<file path="config.mk">
export PLATFORM = sky130hd
export DESIGN_NAME = pipe_hazard_ctrl
export DESIGN_NICKNAME = d
export VERILOG_FILES = /design/src/rtl/pipe_hazard_ctrl_pkg.sv /design/src/rtl/pipe_hazard_ctrl_hazard_detect.sv /design/src/rtl/pipe_hazard_ctrl.sv
export SDC_FILE = /design/constraint.sdc
export NUM_CORES = 1
export LEC_CHECK = 0
export CORE_ASPECT_RATIO = 0.6
export CORE_MARGIN = 1.5
export CORE_UTILIZATION = 30
export DETAILED_ROUTE_END_ITERATION = 10
export GPL_ROUTABILITY_DRIVEN = 0
export GPL_TIMING_DRIVEN = 1
export PLACE_DENSITY = 0.54
export SKIP_LAST_GASP = 1
export SYNTH_ARGS = -nofsm -noshare
export SYNTH_HDL_FRONTEND = slang
export SYNTH_SLANG_ARGS = --single-unit
</file>
<file path="constraint.sdc">
create_clock -name clk -period 2.1 [get_ports clk]
set_input_delay 0.315 -clock clk [delete_from_list [all_inputs] [get_ports clk]]
set_output_delay 0.315 -clock clk [all_outputs]
set_load 0.1 [all_outputs]
</file>
<file path="src/rtl/pipe_hazard_ctrl_pkg.sv">
// Shared pipeline constants and types for the hazard/stall controller.
// Holds the controller FSM encoding, the watchdog default and stage-level bundles.
package pipe_hazard_ctrl_pkg;

  localparam int unsigned RegAddrW       = 4;
  localparam int unsigned WaitCntW       = 8;
  localparam int unsigned TimeoutDefault = 255;
  localparam int unsigned CntWDefault    = 16;

  typedef logic [RegAddrW-1:0] reg_addr_t;
  typedef logic [WaitCntW-1:0] wait_cnt_t;

  typedef enum logic [0:0] {
    StRun     = 1'b0,
    StMemWait = 1'b1
  } ctrl_state_e;

  typedef struct packed {
    logic pc;
    logic ifid;
    logic idex;
    logic exmem;
  } freeze_t;

  typedef struct packed {
    logic ifid;
    logic idex;
    logic memwb;
  } flush_t;

  function automatic wait_cnt_t wait_cnt_inc(wait_cnt_t cnt);
    return (cnt == '1) ? cnt : cnt + WaitCntW'(1);
  endfunction

endpackage

</file>
<file path="src/rtl/pipe_hazard_ctrl_hazard_detect.sv">
// Combinational RAW hazard compare between the ID sources and the EXE/MEM destinations.
// A load in EXE always hazards; otherwise forwarding hides EXE and MEM producers.
module hazard_detect
  import pipe_hazard_ctrl_pkg::*;
(
  input  logic [3:0] src1_i,
  input  logic [3:0] src2_i,
  input  logic       use_src1_i,
  input  logic       use_src2_i,
  input  logic       exe_wb_en_i,
  input  logic [3:0] exe_dest_i,
  input  logic       exe_mem_read_i,
  input  logic       mem_wb_en_i,
  input  logic [3:0] mem_dest_i,
  input  logic       fwd_en_i,
  output logic       data_hazard_o
);

  logic hit1, hit2;

  function automatic logic src_hit(logic use_s, reg_addr_t s, logic exe_wb_en, reg_addr_t exe_dest,
                                   logic exe_mem_read, logic mem_wb_en, reg_addr_t mem_dest,
                                   logic fwd_en);
    logic exe_hit, mem_hit;
    exe_hit = exe_wb_en && (s == exe_dest) && (!fwd_en || exe_mem_read);
    mem_hit = !fwd_en && mem_wb_en && (s == mem_dest);
    return use_s && (exe_hit || mem_hit);
  endfunction

  always_comb begin
    hit1 = src_hit(use_src1_i, src1_i, exe_wb_en_i, exe_dest_i, exe_mem_read_i, mem_wb_en_i,
                   mem_dest_i, fwd_en_i);
    hit2 = src_hit(use_src2_i, src2_i, exe_wb_en_i, exe_dest_i, exe_mem_read_i, mem_wb_en_i,
                   mem_dest_i, fwd_en_i);
  end

  assign data_hazard_o = hit1 || hit2;

endmodule

</file>
<file path="src/rtl/pipe_hazard_ctrl.sv">
// Pipeline freeze/flush controller: memory stall > taken branch > data hazard,
// with a memory-wait watchdog and saturating stall/flush performance counters.
module pipe_hazard_ctrl
  import pipe_hazard_ctrl_pkg::*;
#(
  parameter int unsigned TIMEOUT = TimeoutDefault,
  parameter int unsigned CNT_W   = CntWDefault
) (
  input  logic             clk,
  input  logic             rst,
  input  logic [3:0]       id_src1,
  input  logic [3:0]       id_src2,
  input  logic             id_use_src1,
  input  logic             id_use_src2,
  input  logic             exe_wb_en,
  input  logic [3:0]       exe_dest,
  input  logic             exe_mem_read,
  input  logic             mem_wb_en,
  input  logic [3:0]       mem_dest,
  input  logic             fwd_en,
  input  logic             branch_taken,
  input  logic             mem_req,
  input  logic             mem_ready,
  output logic             pc_freeze,
  output logic             ifid_freeze,
  output logic             idex_freeze,
  output logic             exmem_freeze,
  output logic             ifid_flush,
  output logic             idex_flush,
  output logic             memwb_flush,
  output logic             mem_timeout,
  output logic [CNT_W-1:0] stall_cycles,
  output logic [CNT_W-1:0] flush_count
);

  localparam wait_cnt_t TimeoutCnt = WaitCntW'(TIMEOUT);

  ctrl_state_e      state_q, state_d;
  wait_cnt_t        wait_cnt_q, wait_cnt_d;
  logic             mem_timeout_q, mem_timeout_d;
  logic [CNT_W-1:0] stall_cycles_q, stall_cycles_d;
  logic [CNT_W-1:0] flush_count_q, flush_count_d;

  logic    mem_stall, data_hazard, branch_flush;
  freeze_t freeze;
  flush_t  flush;

  hazard_detect u_hazard_detect (
    .src1_i         (id_src1),
    .src2_i         (id_src2),
    .use_src1_i     (id_use_src1),
    .use_src2_i     (id_use_src2),
    .exe_wb_en_i    (exe_wb_en),
    .exe_dest_i     (exe_dest),
    .exe_mem_read_i (exe_mem_read),
    .mem_wb_en_i    (mem_wb_en),
    .mem_dest_i     (mem_dest),
    .fwd_en_i       (fwd_en),
    .data_hazard_o  (data_hazard)
  );

  assign mem_stall    = mem_req && !mem_ready;
  assign branch_flush = branch_taken && !mem_stall;

  // Frozen stages hold their inputs, so branch/hazard actions simply replay after a stall.
  always_comb begin
    freeze = '0;
    flush  = '0;
    if (mem_stall) begin
      freeze      = '1;
      flush.memwb = 1'b1;
    end else if (branch_taken) begin
      flush.ifid = 1'b1;
      flush.idex = 1'b1;
    end else if (data_hazard) begin
      freeze.pc   = 1'b1;
      freeze.ifid = 1'b1;
      flush.idex  = 1'b1;
    end
  end

  assign pc_freeze    = freeze.pc;
  assign ifid_freeze  = freeze.ifid;
  assign idex_freeze  = freeze.idex;
  assign exmem_freeze = freeze.exmem;
  assign ifid_flush   = flush.ifid;
  assign idex_flush   = flush.idex;
  assign memwb_flush  = flush.memwb;

  always_comb begin
    state_d       = state_q;
    wait_cnt_d    = wait_cnt_q;
    mem_timeout_d = mem_timeout_q;
    unique case (state_q)
      StRun: begin
        if (mem_stall) begin
          state_d    = StMemWait;
          wait_cnt_d = '0;
        end
      end
      StMemWait: begin
        if (mem_ready) begin
          state_d = StRun;
        end else if (mem_stall) begin
          wait_cnt_d = wait_cnt_inc(wait_cnt_q);
          if (wait_cnt_d == TimeoutCnt) begin
            mem_timeout_d = 1'b1;
          end
        end
      end
      default: state_d = StRun;
    endcase
  end

  always_comb begin
    stall_cycles_d = stall_cycles_q;
    flush_count_d  = flush_count_q;
    if (freeze.pc && (stall_cycles_q != '1)) begin
      stall_cycles_d = stall_cycles_q + CNT_W'(1);
    end
    if (branch_flush && (flush_count_q != '1)) begin
      flush_count_d = flush_count_q + CNT_W'(1);
    end
  end

  always_ff @(posedge clk) begin
    if (rst) begin
      state_q        <= StRun;
      wait_cnt_q     <= '0;
      mem_timeout_q  <= 1'b0;
      stall_cycles_q <= '0;
      flush_count_q  <= '0;
    end else begin
      state_q        <= state_d;
      wait_cnt_q     <= wait_cnt_d;
      mem_timeout_q  <= mem_timeout_d;
      stall_cycles_q <= stall_cycles_d;
      flush_count_q  <= flush_count_d;
    end
  end

  assign mem_timeout  = mem_timeout_q;
  assign stall_cycles = stall_cycles_q;
  assign flush_count  = flush_count_q;

endmodule

</file>
==> impl_results.md <==
* Layout area overhead at 51.7%
* TNS Setup at 0 ns
* Die height at 73.9 um
* Clock Tree Root: clkbuf_16
* Max Fclk at 0.494 GHz
* H-tree levels at 2
* Sequential share of power at 0.395
* Starting Density at 0.314
* Design Area, Final at 3810 sq um
* Netlist cell types at 50
* Die W at 121 um
* Syn_nets at 336
* # fillers at 808
* GRT Overall Usage at 0.160
* Max cap viols at 0
* WL/cell at 13.8 um
* Mapped Area at 2510 sq um
* Ports at 67
* Number of flops mapped to enable cells by yosys at 0
* Share of cells above drive strength 1 at 0.368
* R2R cell count at 8
* Worst-margin pin slew at 0.555 ns
* Number of global-route vias before repair at 2209
* Register area share after synthesis at 0.335
* CTS tree: yes
* RSZ-0062 raised after global routing: false
* Cts bufs inserted at 5
* CP startpoint kind: input port
* Dpl ws at -0.289 ns
* Hold_ws at 0.470 ns
* Fin. Hold Viols at 0
* First-iteration detailed-routing DRC count at 177
* Power density cells at 543 nW/um^2
* Critical path required time at 1.78 ns
* Total power at 2.07 mW
* Clk_skew at 0.00468 ns
* Initial antenna violation count at 0
* Worst slew margin at 0.630
* Port Buffers at 66
* Clock sinks at 42
* Syn. warnings at 0
* Arrival @ worst endpoint at 1.71 ns
* Rows at 25
* Clock-pin slew on the worst setup and hold paths at 0.06 ns
* Gate power share at 0.185
* Setup Crit Path Kind: input port to output pin
* Worst R2R Setup Slack at 0.23 ns
* Largest net degree at the start of global routing at 56
* Drt total wl at 6920 um
* Clock power frac at 0.420
* Leak Pwr at 1.45 nW
* Psw at 0.556 mW
* CP Capture Type: output pin
* Via density at 4.88
* Total area of sequential cells at 873 sq um
* First-pass GRT wire length at 11300 um
* Area of the multi-input gates at 1770 sq um
* R2R Path End: flush_count[15]
* Hold Crit Endpoint: mem_timeout
* Remaining DRCs at 0
* Internal power at 1.51 mW
* DRT antenna net count at 0
* Flops & latches, synth at 42
* R2R Path Start: flush_count[0]
* Worst Path Max Fanout at 2
* Worst Hold Class: flop to flop
* Clk_lat worst skew at 0.28 ns
* GRT overflow at 0
* Cells after synthesis at 306
* Final setup fails at 0
* Die ar. at 8950 sq um
* Switching Fraction at 0.268
* Final setup margin at 0.0742 ns
* Fin. max-slew vios at 0
* Maximum vdd ir drop at 0.280 mV
* HPWL Detailed at 5140 um
* Min cycle time layout at 2.03 ns
* Period utilisation layout at 0.965
* Run status: complete, no violations
* Ant. Diodes at 0
* Hold depth at 2
* Hold_sp: mem_timeout
* Asr flop ratio synth at 0
* Core Area at 8010 sq um
* Placed cell areas at 3460 sq um
* Pre-Repair DR Iteration Count at 4
* Via count of the routed design at 2451
* Top_reg_cell synth: dfxtp_1
* Syn Area/Cell at 8.21 sq um
* Max Root-Sink Buffers at 2
* Fin nets at 423
## layout make-up
cell class / instances / share of cell area
well taps: 108 / 0.0355
flip-flops and latches: 42 / 0.229
clock inverters: 2 / 0.00985
multi-input cells: 244 / 0.464
clock buffers: 6 / 0.0338
inverters: 8 / 0.00788
repair buffers: 92 / 0.220
## worst max path at each step
| stage | from | cells past startpoint | endpoint |
|---|---|---|---|
| 3_3_place_gp | mem_dest[2] | 8 | stall_cycles[8] |
| 6_report | exe_dest[0] | 7 | pc_freeze |
| 4_1_cts | id_use_src2 | 7 | pc_freeze |
| 2_1_floorplan | flush_count[12] | 7 | flush_count[14] |
| 3_5_place_dp | mem_dest[2] | 8 | stall_cycles[8] |
| 5_1_grt | exe_dest[3] | 8 | pc_freeze |
## placed cells by master (no fill, tap or decap), drive strengths merged, types with 3 or more instances in the layout
master	synthesis	routed
nor2b	15	15
dlymetal6s2s	0	3
dlygate4sd2	0	17
a31oi	3	3
nor4	3	3
mux2	12	12
buf	5	67
nand4	9	9
and3	3	3
or3	6	6
inv	8	8
nor3	7	7
xnor2	12	12
a211oi	9	9
nand2b	3	3
ha	3	3
nand3	18	18
nand2	28	28
nor2	41	41
mux2i	3	3
a21oi	22	22
clkbuf	7	6
xor2	13	13
clkdlybuf4s50	0	4
o21ai	13	13
dfxtp	42	42
## through the flow
stage,cells,util
3_3_place_gp,489,0.432
4_1_cts,501,0.470
5_1_grt,502,0.476
6_report,502,0.476
2_1_floorplan,306,-
3_5_place_dp,489,0.432
## state kept, by name, indices dropped and copies added, names as in the netlist
signal / count
mem_timeout: 1
wait_cnt_q: 8
stall_cycles: 16
state_q: 1
flush_count: 16
## kinds of logic after synthesis
group,after synthesis,synth area share
AO/OA/AOI/OAI,64,0.187
XOR/XNOR,25,0.0872
adder cells (fa/ha/maj),3,0.0149
buffers and inverters,20,0.0349
flip-flops,42,0.335
multiplexers,15,0.0657
AND/OR/NAND/NOR,137,0.276
## timing repair
item,4_1_cts,5_1_grt
setup buffers,4,1
pin swaps,14,9
hold buffers,0,0
endpoints found under the setup margin,4,21
gates resized for setup,38,12
## critical path, cell delays in order
cell and delay, ns:
dlygate4sd2_1 0.27, xor2_2 0.20, nor4_4 0.34, a31o_4 0.22, o21ai_4 0.07, nand2_4 0.11
buf_12 0.17
## layer usage
metal	global-route usage	up-vias	wire length, um	part of all wire
li1	-	1257	-	-
met1	0.245	1142	3680	0.53
met2	0.229	48	2970	0.43
met3	0.0349	4	225	0.033
met4	0.0248	0	39	0.0056
met5	0	-	0	0
## power groups by stage
stage	Sequential, mW	Clock, mW	Combinational (mW)
after floorplan	0.879	0	0.170
after CTS	0.817	0.901	0.384
after detailed placement	0.835	0	0.367
after global placement	0.835	0	0.369
after global routing	0.818	0.930	0.406
final	0.817	0.869	0.383
## Yosys cell counts, drive strengths merged (2+ instances only)
| master | n | area, sq um |
|---|---|---|
| a41oi | 2 | 17.5 |
| nand2 | 28 | 105 |
| xnor2 | 12 | 105 |
| or3 | 6 | 37.5 |
| xor2 | 13 | 114 |
| buf | 5 | 31.3 |
| nor2b | 15 | 93.8 |
| o211ai | 2 | 42.5 |
| a211oi | 9 | 72.6 |
| and4 | 2 | 17.5 |
| o21ai | 13 | 72.6 |
| a22oi | 2 | 15.0 |
| mux2i | 3 | 30.0 |
| nand2b | 3 | 18.8 |
| and3 | 3 | 18.8 |
| nor2 | 41 | 156 |
| inv | 8 | 30.0 |
| a21oi | 22 | 121 |
| mux2 | 12 | 135 |
| clkbuf | 7 | 26.3 |
| nand3 | 18 | 90.1 |
| ha | 3 | 37.5 |
| a31oi | 3 | 18.8 |
| nor3 | 7 | 40.0 |
| nor4 | 3 | 40.0 |
| dfxtp | 42 | 841 |
| nand4 | 9 | 62.6 |
| a21boi | 2 | 15.0 |
No activity file was read; power rests on OpenSTA's default activity.
